==> config.mk <==
export PLATFORM = sky130hd
export DESIGN_NAME = dmem_arbiter
export DESIGN_NICKNAME = d
export VERILOG_FILES = /design/src/rtl/dmem_arbiter.sv
export SDC_FILE = /design/constraint.sdc
export NUM_CORES = 1
export LEC_CHECK = 0
export ABC_AREA = 1
export ABC_CLOCK_PERIOD_IN_PS = 2900
export BUFFER_PORTS_ARGS = -buffer_cell sky130_fd_sc_hd__buf_4
export CORE_ASPECT_RATIO = 0.9
export CORE_UTILIZATION = 30
export CTS_BUF_LIST = sky130_fd_sc_hd__clkbuf_4
export CTS_CLUSTER_DIAMETER = 200
export DETAILED_ROUTE_END_ITERATION = 16
export PLACE_DENSITY = 0.67
export SLEW_MARGIN = 40
export SYNTH_ARGS = -nofsm -noshare
export SYNTH_HDL_FRONTEND = slang
export SYNTH_SLANG_ARGS = --single-unit
==> constraint.sdc <==
create_clock -name clk -period 2.9 [get_ports clk]
set_input_delay 0 -clock clk [delete_from_list [all_inputs] [get_ports clk]]
set_output_delay 0 -clock clk [all_outputs]
set_load 0.05 [all_outputs]
==> src/rtl/dmem_arbiter.sv <==
// Two-port arbiter/sequencer for the data memory: port A has priority, a bounded
// wait counter forces a port B grant after MAX_WAIT consecutive A grants.
module dmem_arbiter #(
  parameter int ADDR_W    = 20,
  parameter int DATA_W    = 20,
  parameter int MEM_DEPTH = 1001,
  parameter int MAX_WAIT  = 4
) (
  input  logic              clk,
  input  logic              rst_n,
  input  logic              a_req,
  input  logic              b_req,
  input  logic              a_we,
  input  logic              b_we,
  input  logic [ADDR_W-1:0] a_addr,
  input  logic [ADDR_W-1:0] b_addr,
  input  logic [DATA_W-1:0] a_wdata,
  input  logic [DATA_W-1:0] b_wdata,
  output logic              a_ack,
  output logic              b_ack,
  output logic              a_err,
  output logic              b_err,
  output logic [DATA_W-1:0] a_rdata,
  output logic [DATA_W-1:0] b_rdata,
  output logic [ADDR_W-1:0] mem_read_address,
  output logic [ADDR_W-1:0] mem_write_address,
  output logic [DATA_W-1:0] mem_write_data,
  output logic              mem_memread,
  output logic              mem_memwrite,
  input  logic [DATA_W-1:0] mem_read_data,
  output logic              busy
);

  localparam int CNT_W = (MAX_WAIT > 0) ? $clog2(MAX_WAIT + 1) : 1;
  localparam logic [CNT_W-1:0]  WAIT_LIM = CNT_W'(MAX_WAIT);
  localparam logic [ADDR_W:0]   DEPTH_C  = (ADDR_W + 1)'(MEM_DEPTH);

  typedef enum logic [1:0] {S_IDLE, S_ACCESS, S_DONE} state_t;

  state_t            state_q;
  logic [CNT_W-1:0]  wait_cnt_q;
  logic              win_b_q, we_q, oor_q;
  logic [ADDR_W-1:0] addr_q;
  logic [DATA_W-1:0] wdata_q;
  logic              a_ack_q, b_ack_q, a_err_q, b_err_q;
  logic [DATA_W-1:0] a_rdata_q, b_rdata_q;
  logic              memread_q, memwrite_q, busy_q;

  logic              win_b_d, we_d, oor_d;
  logic [ADDR_W-1:0] addr_d;
  logic [DATA_W-1:0] wdata_d;

  always_comb begin
    win_b_d = b_req && (!a_req || (wait_cnt_q == WAIT_LIM));
    we_d    = win_b_d ? b_we    : a_we;
    addr_d  = win_b_d ? b_addr  : a_addr;
    wdata_d = win_b_d ? b_wdata : a_wdata;
    oor_d   = ({1'b0, addr_d} >= DEPTH_C);
  end

  always_ff @(posedge clk or negedge rst_n) begin
    if (!rst_n) begin
      state_q    <= S_IDLE;
      wait_cnt_q <= '0;
      win_b_q    <= 1'b0;
      we_q       <= 1'b0;
      oor_q      <= 1'b0;
      addr_q     <= '0;
      wdata_q    <= '0;
      a_ack_q    <= 1'b0;
      b_ack_q    <= 1'b0;
      a_err_q    <= 1'b0;
      b_err_q    <= 1'b0;
      a_rdata_q  <= '0;
      b_rdata_q  <= '0;
      memread_q  <= 1'b0;
      memwrite_q <= 1'b0;
      busy_q     <= 1'b0;
    end else begin
      a_ack_q    <= 1'b0;
      b_ack_q    <= 1'b0;
      memread_q  <= 1'b0;
      memwrite_q <= 1'b0;
      case (state_q)
        S_IDLE: begin
          if (!b_req) wait_cnt_q <= '0;
          if (a_req || b_req) begin
            win_b_q    <= win_b_d;
            we_q       <= we_d;
            addr_q     <= addr_d;
            wdata_q    <= wdata_d;
            oor_q      <= oor_d;
            // Strobes are registered here so they are high for exactly the ACCESS cycle.
            memread_q  <= !we_d && !oor_d;
            memwrite_q <= we_d && !oor_d;
            busy_q     <= 1'b1;
            state_q    <= S_ACCESS;
            if (win_b_d)    wait_cnt_q <= '0;
            else if (b_req) wait_cnt_q <= wait_cnt_q + CNT_W'(1);
          end
        end
        S_ACCESS: begin
          state_q <= S_DONE;
          if (win_b_q) begin
            b_ack_q <= 1'b1;
            b_err_q <= oor_q;
            if (oor_q)      b_rdata_q <= '0;
            else if (!we_q) b_rdata_q <= mem_read_data;
          end else begin
            a_ack_q <= 1'b1;
            a_err_q <= oor_q;
            if (oor_q)      a_rdata_q <= '0;
            else if (!we_q) a_rdata_q <= mem_read_data;
          end
        end
        S_DONE: begin
          state_q <= S_IDLE;
          busy_q  <= 1'b0;
        end
        default: state_q <= S_IDLE;
      endcase
    end
  end

  assign a_ack             = a_ack_q;
  assign b_ack             = b_ack_q;
  assign a_err             = a_err_q;
  assign b_err             = b_err_q;
  assign a_rdata           = a_rdata_q;
  assign b_rdata           = b_rdata_q;
  assign mem_read_address  = addr_q;
  assign mem_write_address = addr_q;
  assign mem_write_data    = wdata_q;
  assign mem_memread       = memread_q;
  assign mem_memwrite      = memwrite_q;
  assign busy              = busy_q;

endmodule

# Yosys cells after proc, flatten, opt, wreduce, memory -nomap -nowiden
# Index checks and enable logic that the tools add are counted.
# W data, S select, Z words.
totals:
  output_inout_bits: 107
  n_memories: 0
  latch_bits: 0
  rom_bits: 0
  inputBits: 106
  ramBits: 0
  word_cells: 61
  ff_bits: 95
classes:
  n_div: 0
  eq_ne: 5
  shift: 0
  mux: 21
  bitwise_logic: 1
  addsub: 1
  reduce_logical: 16
  n_mul: 0
  magnitude_cmp: 1
op_table:
  columns: ["operator", "count"]
  rows:
  - ["$mux W20", 4]
  - ["$ge A20 B10 Y1 const B", 1]
  - ["$mux W3", 4]
  - ["$mux W1", 10]
  - ["$reduce_and A2 Y1", 4]
  - ["$reduce_and A3 Y1", 2]
  - ["$pmux W2 S2", 1]
  - ["$add A3 B1 Y3 const B", 1]
  - ["$eq A3 B3 Y1 const B", 1]
  - ["$logic_and A1 B1 Y1", 3]
  - ["$logic_not A1 Y1", 3]
  - ["$eq A2 B1 Y1 const B", 1]
  - ["$eq A2 B2 Y1 const B", 1]
  - ["$logic_not A2 Y1", 1]
  - ["$logic_or A1 B1 Y1", 2]
  - ["$mux W2", 1]
  - ["$ne A2 B1 Y1 const B", 1]
  - ["$ne A2 B2 Y1 const B", 1]
  - ["$pmux W1 S2", 1]
  - ["$reduce_bool A2 Y1", 1]
  - ["$not A1 Y1", 1]

# Depth between registers and ports, before layout
# Gate-level depths: netlist of run 1.
depth:
  word_depth: 9
  mapped_depth: 14
  depth_no_buf: 13

# Worst setup path after synthesis of run 1
# Ideal clock, no wire load.
synth_path:
  kind: "register to register"
  startpoint: "reg wait_cnt_q[0]"
  endpoint: "reg we_q"
  stages_incl_launch_ff: 11
  arrival_time_ps: 1412
  slack_ps: 1354
  path_buffers: 1
  setup_time_ps: 134
  cell_sequence: "dfrtp_1 -> inv_1 -> ha_1 -> nand2_1 -> nand2_2 -> nand2_2 -> buf_6 -> inv_2 -> or2_2 -> o21ai_0 -> o21ai_0"
synth_via:
  elab_chain_cells: 4
synth_rtl:
  columns: ["item", "line", "text"]
  rows:
  - ["start: declaration", "41", "logic [CNT_W-1:0] wait_cnt_q;"]
  - ["start signal: assignment", "99", "else if (b_req) wait_cnt_q <= wait_cnt_q + CNT_W'(1);"]
  - ["$eq A3 B3 Y1", "54", "win_b_d = b_req && (!a_req || (wait_cnt_q == WAIT_LIM));"]
  - ["$logic_or A1 B1 Y1", "54", null]
  - ["$logic_and A1 B1 Y1", "54", null]
  - ["$mux W1", "55", "we_d = win_b_d ? b_we : a_we;"]
  - ["end signal: assignment", "89", "we_q <= we_d;"]
  - ["end: declaration", "42", "logic win_b_q, we_q, oor_q;"]
# Every way passes these cells.
# A chain may end at the register's enable or synchronous reset.

# Worst setup path after layout of run 1
layout_path:
  startpoint: "reg wait_cnt_q[0]"
  endpoint: "reg memread_q (netlist: mem_memread)"
layout_via:
  elab_chain_cells: 9
  elab_cells_between_ends: 11
layout_rtl:
  columns: ["item", "line", "text"]
  rows:
  - ["$eq A3 B3 Y1 (*)", "54", null]
  - ["$logic_or A1 B1 Y1 (*)", "54", null]
  - ["$logic_and A1 B1 Y1 (*)", "54", null]
  - ["$mux W20", "56", "addr_d = win_b_d ? b_addr : a_addr;"]
  - ["$ge A20 B10 Y1", "58", "oor_d = ({1'b0, addr_d} >= DEPTH_C);"]
  - ["$logic_not A1 Y1", "94", "memread_q <= !we_d && !oor_d;"]
  - ["$logic_and A1 B1 Y1 (*)", "94", null]
  - ["$mux W1 (*)", "87", "if (a_req || b_req) begin"]
  - ["$mux W1 (*)", "84", "case (state_q)"]
  - ["end signal: assignment", "94", null]
  - ["end: declaration", "47", "logic memread_q, memwrite_q, busy_q;"]
# Mark *: on every way between the ends. The rest lies on a longest branch, timed or not.

==> results of run 1 <==
[final cells by class]
type	count	area (um^2)	area share (%)
timing repair buffer	327	2740	37.6
sequential	95	2380	32.7
multi-input combinational	288	1590	21.8
tap	193	241	3.32
inverter	45	171	2.35
clock inverter	6	85.1	1.17
clock buffer	10	75.1	1.03
[state kept, by name (all words and copies together) (netlist names)]
name              flops
a_rdata              20
b_rdata              20
mem_read_address     20
mem_write_data       20
wait_cnt_q            3
state_q               2
a_ack                 1
a_err                 1
b_ack                 1
b_err                 1
busy                  1
mem_memread           1
mem_memwrite          1
oor_q                 1
we_q                  1
win_b_q               1
[worst max-delay path: stages (launching register included)]
cell,delay [ps]
dfrtp_1,390
inv_1,80
ha_1,200
nand2_1,90
nand2_2,150
nand2_4,240
inv_2,250
or2_2,340
o21ai_0,70
dlygate4sd3_1,600
inv_1,50
nor2_1,110
[final timing paths]
path	start	cells after the start	endpoint
worst max-delay path	wait_cnt_q[0]	11	mem_memread
worst min-delay path	a_addr[5]	7	oor_q
worst min register to register	state_q[1]	1	state_q[1]
min in group asynchronous	rst_n	3	b_rdata[3]
max in group asynchronous	rst_n	3	mem_read_address[14]
worst max register to register	wait_cnt_q[0]	11	mem_memread
[power by group through the flow]
stage	sequential, uW	clock (uW)	combinational, uW
floorplan	2980	0	1490
global placement	1950	0	3390
detailed placement	1960	0	3430
CTS	1950	847	3850
global route	1990	892	4080
finish	1950	811	3870
[logic make-up (layout without fill, tap and decap cells)]
kind of cell    Yosys count  after routing  synth area share (%)
compound gates           73             73                  8.78
xor+xnor                  1              1                 0.199
fa+ha+maj                 2              2                 0.568
buf+inv                  88            388                  10.2
flops                    95             95                  54.0
mux                      41             41                  10.5
simple gates            171            171                  15.9
[routing by layer]
metal / part of all wire (%) / vias up
met2: 52 / 176
li1: - / 2076
met1: 40 / 2079
met4: 1.7 / 0
met5: 0 / -
met3: 6.2 / 19
[placed cells by master, fill, tap and decap left out, types with 2 or more instances in the layout]
master,synthesis,routed
bufinv_16,0,2
o21a_1,2,2
inv_1,43,43
nand2_1,92,92
a31oi_1,6,6
a21oi_1,42,42
mux2_2,38,38
mux2_1,2,2
o21ai_0,14,14
clkbuf_4,0,10
o21ai_2,2,2
dlygate4sd3_1,0,109
dfrtp_1,95,95
o21ai_1,6,6
nor2_1,58,58
nand3b_1,8,8
nand3_1,7,7
ha_1,2,2
buf_4,25,217
[per-stage QoR]
stage | cell area (um^2) | power (uW)
2_1_floorplan | 4410 | 4470
3_3_place_gp | 6020 | 5350
3_5_place_dp | 6020 | 5400
4_1_cts | 7270 | 6640
5_1_grt | 7280 | 6960
6_report | 7280 | 6630
[what timing repair did]
item | CTS | global route
hold endpoints to repair | 182 | 0
hold buffers | 109 | 0
endpoints found under the setup margin | 0 | 23
resized for setup | 0 | 2
==> impl_metrics.csv, run 1 <==
group,metric,value,unit
floorplan,die_height,117,um
global_route,grt_max_degree,96,
sta,rsz0062_at_grt,"no",
pwr,swShare,48.9,%
global_route,antenna_found_initial,0,
floorplan,initial_core_util,31.1,%
pwr,power_frac_comb,58.4,%
sta,slew_viol_final,0,
clock_tree,clockBufferDepth,2,
sta,finalCriticalPeriod,2620,ps
global_route,overflow,0,
pwr,p_leak,0.00375,uW
placed_design,place.gp.congestion,0.906,
critical_path,r2r_setup_slack,280,ps
sta,worst_slew_pin_slew,521,ps
pwr,powerDensity,910,nW/um^2
detailed_routing,dr.pass1.iters,4,
yosys,yosys-top-cells-area,"dfrtp_1 54%, mux2_2 9.7%, nand2_1 7.8%",
global_route,grt_usage,18.1,%
sta,setup_ws,280,ps
yosys,synth_edf_count,0,
placed_design,placed_cells,839,
status,outcome,"completed",
pwr,clock_power_share,12.2,%
pwr,power.switching,3240,uW
global_route,grtUsageMet1,20.6,%
critical_path,arrival,3010,ps
clock_tree,cts_root_buffer,"clkbuf_4",
critical_path,path_max_fanout,27,
floorplan,core,14200,um^2
detailed_routing,routed-via-count,4350,
placed_design,port_buffers,212,
critical_path,crit_type,"flip-flop to flip-flop",
yosys,yosysMostFrequentCell,"dfrtp_1",
global_route,grt.met3_usage,3.59,%
clock_tree,cts_max_level,3,
critical_path,end_kind,"flip-flop",
global_route,grt_busiest_layer,"met2",
yosys,async_flop_share,100,%
pwr,intPower,3390,uW
sta,whs,52.5,ps
global_route,met2_usage,33.8,%
cells_and_area,fin_nets,874,
yosys,syn_nets,579,
clock_tree,clk_latency,460,ps
floorplan,ios,213,
yosys,yosys.area.top_type,"dfrtp_1",
yosys,synth_top_area_share,54.0,%
job,maxCapViolations,0,
floorplan,dieArea,15200,um^2
worst_hold_path,hp-class,"input port to flip-flop",
cells_and_area,final_util,51.4,%
cells_and_area,antennaDiodeCount,0,
cells_and_area,stdcell_count,964,
pwr,seqPwrFrac,29.4,%
placed_design,dp_hpwl,9.00,mm
clock_tree,numCtsBuffers,9,
yosys,yosysWarnings,0,
clock_tree,cts_tree,"done",
detailed_routing,wl_per_cell,14.4,um
yosys,synth_ff_type,"dfrtp_1",
sta,setup-tns-final,0,ps
critical_path,start_kind,"flip-flop",
cells_and_area,area_growth,65.3,%
detailed_routing,post-route-drc-count,0,
sta,finalSetupViolations,0,
pwr,vdd_drop_max,806,uV
sta,final.period_utilization,90.4,%
cells_and_area,fillers,1287,
yosys,synth_cells,471,
yosys,postSynthAreaPerCell,9.35,um^2
sta,finalHoldViolCount,0,
floorplan,fp-row-count,41,
clock_tree,post_cts_buffers,0,
detailed_routing,postRouteAntennaNets,0,
placed_design,dp_slack,511,ps
clock_tree,clk_pin_slew,150,ps
detailed_routing,routed_wl,13.9,mm
global_route,grt_pass1_wl,21.1,mm
yosys,syn-cell-area,4410,um^2
sta,fin_skew,19.2,ps
global_route,first_global_vias,4401,
detailed_routing,viasPerCell,4.51,
cells_and_area,drive_gt1_share,36.3,%
yosys,yosysUniqueCellTypes,28,
floorplan,die_width,130,um
critical_path,critPathRequiredTime,3290,ps
detailed_routing,drt_iter0_drc,198,
sta,clock.fmax,382,MHz
clock_tree,clkSinkCount,95,
yosys,synth_commonest_cells,"95 x dfrtp_1, 92 x nand2_1, 58 x nor2_1, 43 x inv_1, 42 x a21oi_1",
yosys,seq_area_frac_synth,54.0,%
yosys,ys_seq_elements,95,
sta,slew_headroom,65.3,%
(Power assumes the default switching activity.)
==> run 2: changes to the inputs <==
--- a/config.mk
+++ b/config.mk
@@ -5,7 +5,6 @@
 export SDC_FILE = /design/constraint.sdc
 export NUM_CORES = 1
 export LEC_CHECK = 0
-export ABC_AREA = 1
 export ABC_CLOCK_PERIOD_IN_PS = 2900
 export BUFFER_PORTS_ARGS = -buffer_cell sky130_fd_sc_hd__buf_4
 export CORE_ASPECT_RATIO = 0.9
@@ -14,7 +13,6 @@
 export CTS_CLUSTER_DIAMETER = 200
 export DETAILED_ROUTE_END_ITERATION = 16
 export PLACE_DENSITY = 0.67
-export SLEW_MARGIN = 40
 export SYNTH_ARGS = -nofsm -noshare
 export SYNTH_HDL_FRONTEND = slang
 export SYNTH_SLANG_ARGS = --single-unit
==> impl_metrics.csv, run 2 <==
group,metric,value,unit
status,outcome,"completed",
floorplan,die_width,132,um
yosys,yosysWarnings,0,
yosys,yosys.area.top_type,"dfrtp_1",
yosys,syn_nets,488,
clock_tree,clk_latency,470,ps
critical_path,crit_path_cell_trace,"or2_2 > nor3_2 > nand4_1 > dlygate4sd3_1 > mux2i_1 > dlygate4sd3_1",
cells_and_area,final_common_cell,"buf_4",
job,maxCapViolations,0,
sta,slew_viol_final,0,
sta,clock.fmax,390,MHz
floorplan,ios,213,
global_route,grt_max_degree,61,
global_route,antenna_found_initial,0,
critical_path,crit_top_cell,"dlygate4sd3_1",
yosys,synth_cells,380,
critical_path,crit_type,"flip-flop to flip-flop",
sta,worst_slew_pin_slew,924,ps
detailed_routing,drt_iter0_drc,134,
critical_path,path_max_fanout,4,
cells_and_area,antennaDiodeCount,0,
placed_design,dp_hpwl,8.84,mm
placed_design,port_buffers,212,
yosys,yosysMostFrequentCell,"dfrtp_1",
critical_path,start_kind,"flip-flop",
detailed_routing,routed_wl,13.5,mm
pwr,swShare,50.7,%
pwr,p_leak,0.00386,uW
cells_and_area,final_util,50.5,%
pwr,clock_power_share,11.8,%
global_route,overflow,0,
global_route,first_global_vias,4216,
yosys,yosys-top-cells-area,"dfrtp_1 52%, mux2i_1 9.5%, mux2_4 6.6%",
global_route,grt_usage,17.5,%
yosys,yosysUniqueCellTypes,39,
sta,finalSetupViolations,0,
clock_tree,cts_root_buffer,"clkbuf_4",
yosys,ys_seq_elements,95,
clock_tree,clockBufferDepth,2,
floorplan,initial_core_util,30.7,%
worst_hold_path,hp-class,"input port to async pin",
floorplan,die_height,119,um
yosys,postSynthAreaPerCell,11.9,um^2
yosys,seq_area_frac_synth,52.4,%
sta,fin_skew,24.3,ps
detailed_routing,wl_per_cell,15.2,um
sta,final.period_utilization,88.4,%
critical_path,cpPeakStageDelay,570,ps
sta,setup-tns-final,0,ps
sta,finalCriticalPeriod,2560,ps
cells_and_area,drive_gt1_share,39.7,%
placed_design,place.gp.congestion,0.794,
yosys,synth_top_area_share,52.4,%
critical_path,crit_slowest_cell,"dlygate4sd3_1",
floorplan,fp-row-count,42,
detailed_routing,postRouteAntennaNets,0,
pwr,power_frac_comb,56.7,%
cells_and_area,fin_nets,794,
sta,rsz0062_at_grt,"no",
detailed_routing,dr.pass1.iters,5,
floorplan,dieArea,15600,um^2
detailed_routing,routed-via-count,4064,
global_route,grt_pass1_wl,21.3,mm
pwr,powerDensity,827,nW/um^2
yosys,synth_commonest_cells,"95 x dfrtp_1, 49 x nand2_1, 43 x mux2i_1, 42 x o21ai_1, 23 x buf_4",
detailed_routing,viasPerCell,4.58,
yosys,syn-cell-area,4540,um^2
detailed_routing,post-route-drc-count,0,
yosys,async_flop_share,100,%
cells_and_area,layout_common_cells,"217 x buf_4, 116 x dlygate4sd3_1, 95 x dfrtp_1",
pwr,seqPwrFrac,31.4,%
clock_tree,numCtsBuffers,9,
critical_path,critPathRequiredTime,3290,ps
clock_tree,cts_max_level,3,
clock_tree,clkSinkCount,95,
pwr,intPower,3040,uW
pwr,vdd_drop_max,721,uV
critical_path,cpLargestDelayFamily,"buffers and inverters",
critical_path,arrival,2960,ps
clock_tree,cts_tree,"done",
yosys,synth_edf_count,0,
pwr,power.switching,3120,uW
sta,finalHoldViolCount,0,
cells_and_area,area_growth,64.2,%
sta,slew_headroom,38.2,%
yosys,synth_ff_type,"dfrtp_1",
critical_path,cp_num_buf_inv,2,
floorplan,core,14800,um^2
critical_path,end_kind,"flip-flop",
clock_tree,clk_pin_slew,150,ps
-- run 2: final cells by class --
class,instances,area [um^2]
Fill cell,1303,7310
Timing Repair Buffer,335,2830
Sequential cell,95,2380
Multi-Input combinational cell,238,1840
Tap cell,198,248
Clock inverter,6,68.8
Clock buffer,9,67.6
Inverter,7,26.3
-- run 2: cell families (layout without fill, tap and decap cells) --
family | count (synthesis) | after routing | share of synthesized area [%]
adder cells (fa/ha/maj) | 2 | 2 | 0.551
buffers and inverters | 47 | 357 | 7.38
multiplexers | 84 | 84 | 21.3
AO/OA/AOI/OAI | 55 | 55 | 6.56
AND/OR/NAND/NOR | 97 | 97 | 11.8
flip-flops | 95 | 95 | 52.4
-- run 2: path summary, 6_finish.rpt --
kind | startpoint | endpoint | slack (ps) | cells after the start
worst max-delay path | state_q[1] | mem_memwrite | 340 | 6
worst min-delay path | rst_n | a_rdata[17] | 140 | 2
worst max register to register | state_q[1] | mem_memwrite | 340 | 6
worst min register to register | b_err | b_err | 510 | 2
max in group asynchronous | rst_n | mem_read_address[16] | 1990 | 3
min in group clk | a_wdata[6] | mem_write_data[6] | 340 | 4
-- run 2: power by group through the flow --
| stage | Clock (uW) | Combinational (uW) | Sequential (uW) |
|---|---|---|---|
| final | 729 | 3500 | 1940 |
| after global routing | 821 | 3670 | 1980 |
| after floorplan | 0 | 1500 | 2930 |
| after CTS | 778 | 3490 | 1930 |
| after detailed placement | 0 | 3370 | 1940 |
| after global placement | 0 | 3330 | 1930 |
-- run 2: metal layers --
| layer | track usage [%] | vias to the layer above | wire (um) |
|---|---|---|---|
| met2 | 31.6 | 185 | 6880 |
| met3 | 4.16 | 26 | 815 |
| met4 | 7.92 | 0 | 324 |
| li1 | - | 1904 | - |
| met1 | 19.4 | 1949 | 5510 |
| met5 | 0 | - | 0 |
-- run 2: stage by stage --
stage	setup WS (ps)	instances	hold WS, ps	area, um^2	power (uW)
after floorplan	1340	380	-296	4540	4420
after global placement	1090	757	124	6160	5270
after detailed placement	1020	757	131	6160	5310
after CTS	332	888	114	7460	6200
after global routing	171	888	161	7460	6470
final	335	888	135	7460	6160
-- run 2: timing repair --
| action | 4_1_cts | 5_1_grt |
|---|---|---|
| resized for setup | 0 | 0 |
| endpoints found under the hold margin | 147 | 0 |
| setup buffers | 0 | 0 |
| hold buffers | 116 | 0 |
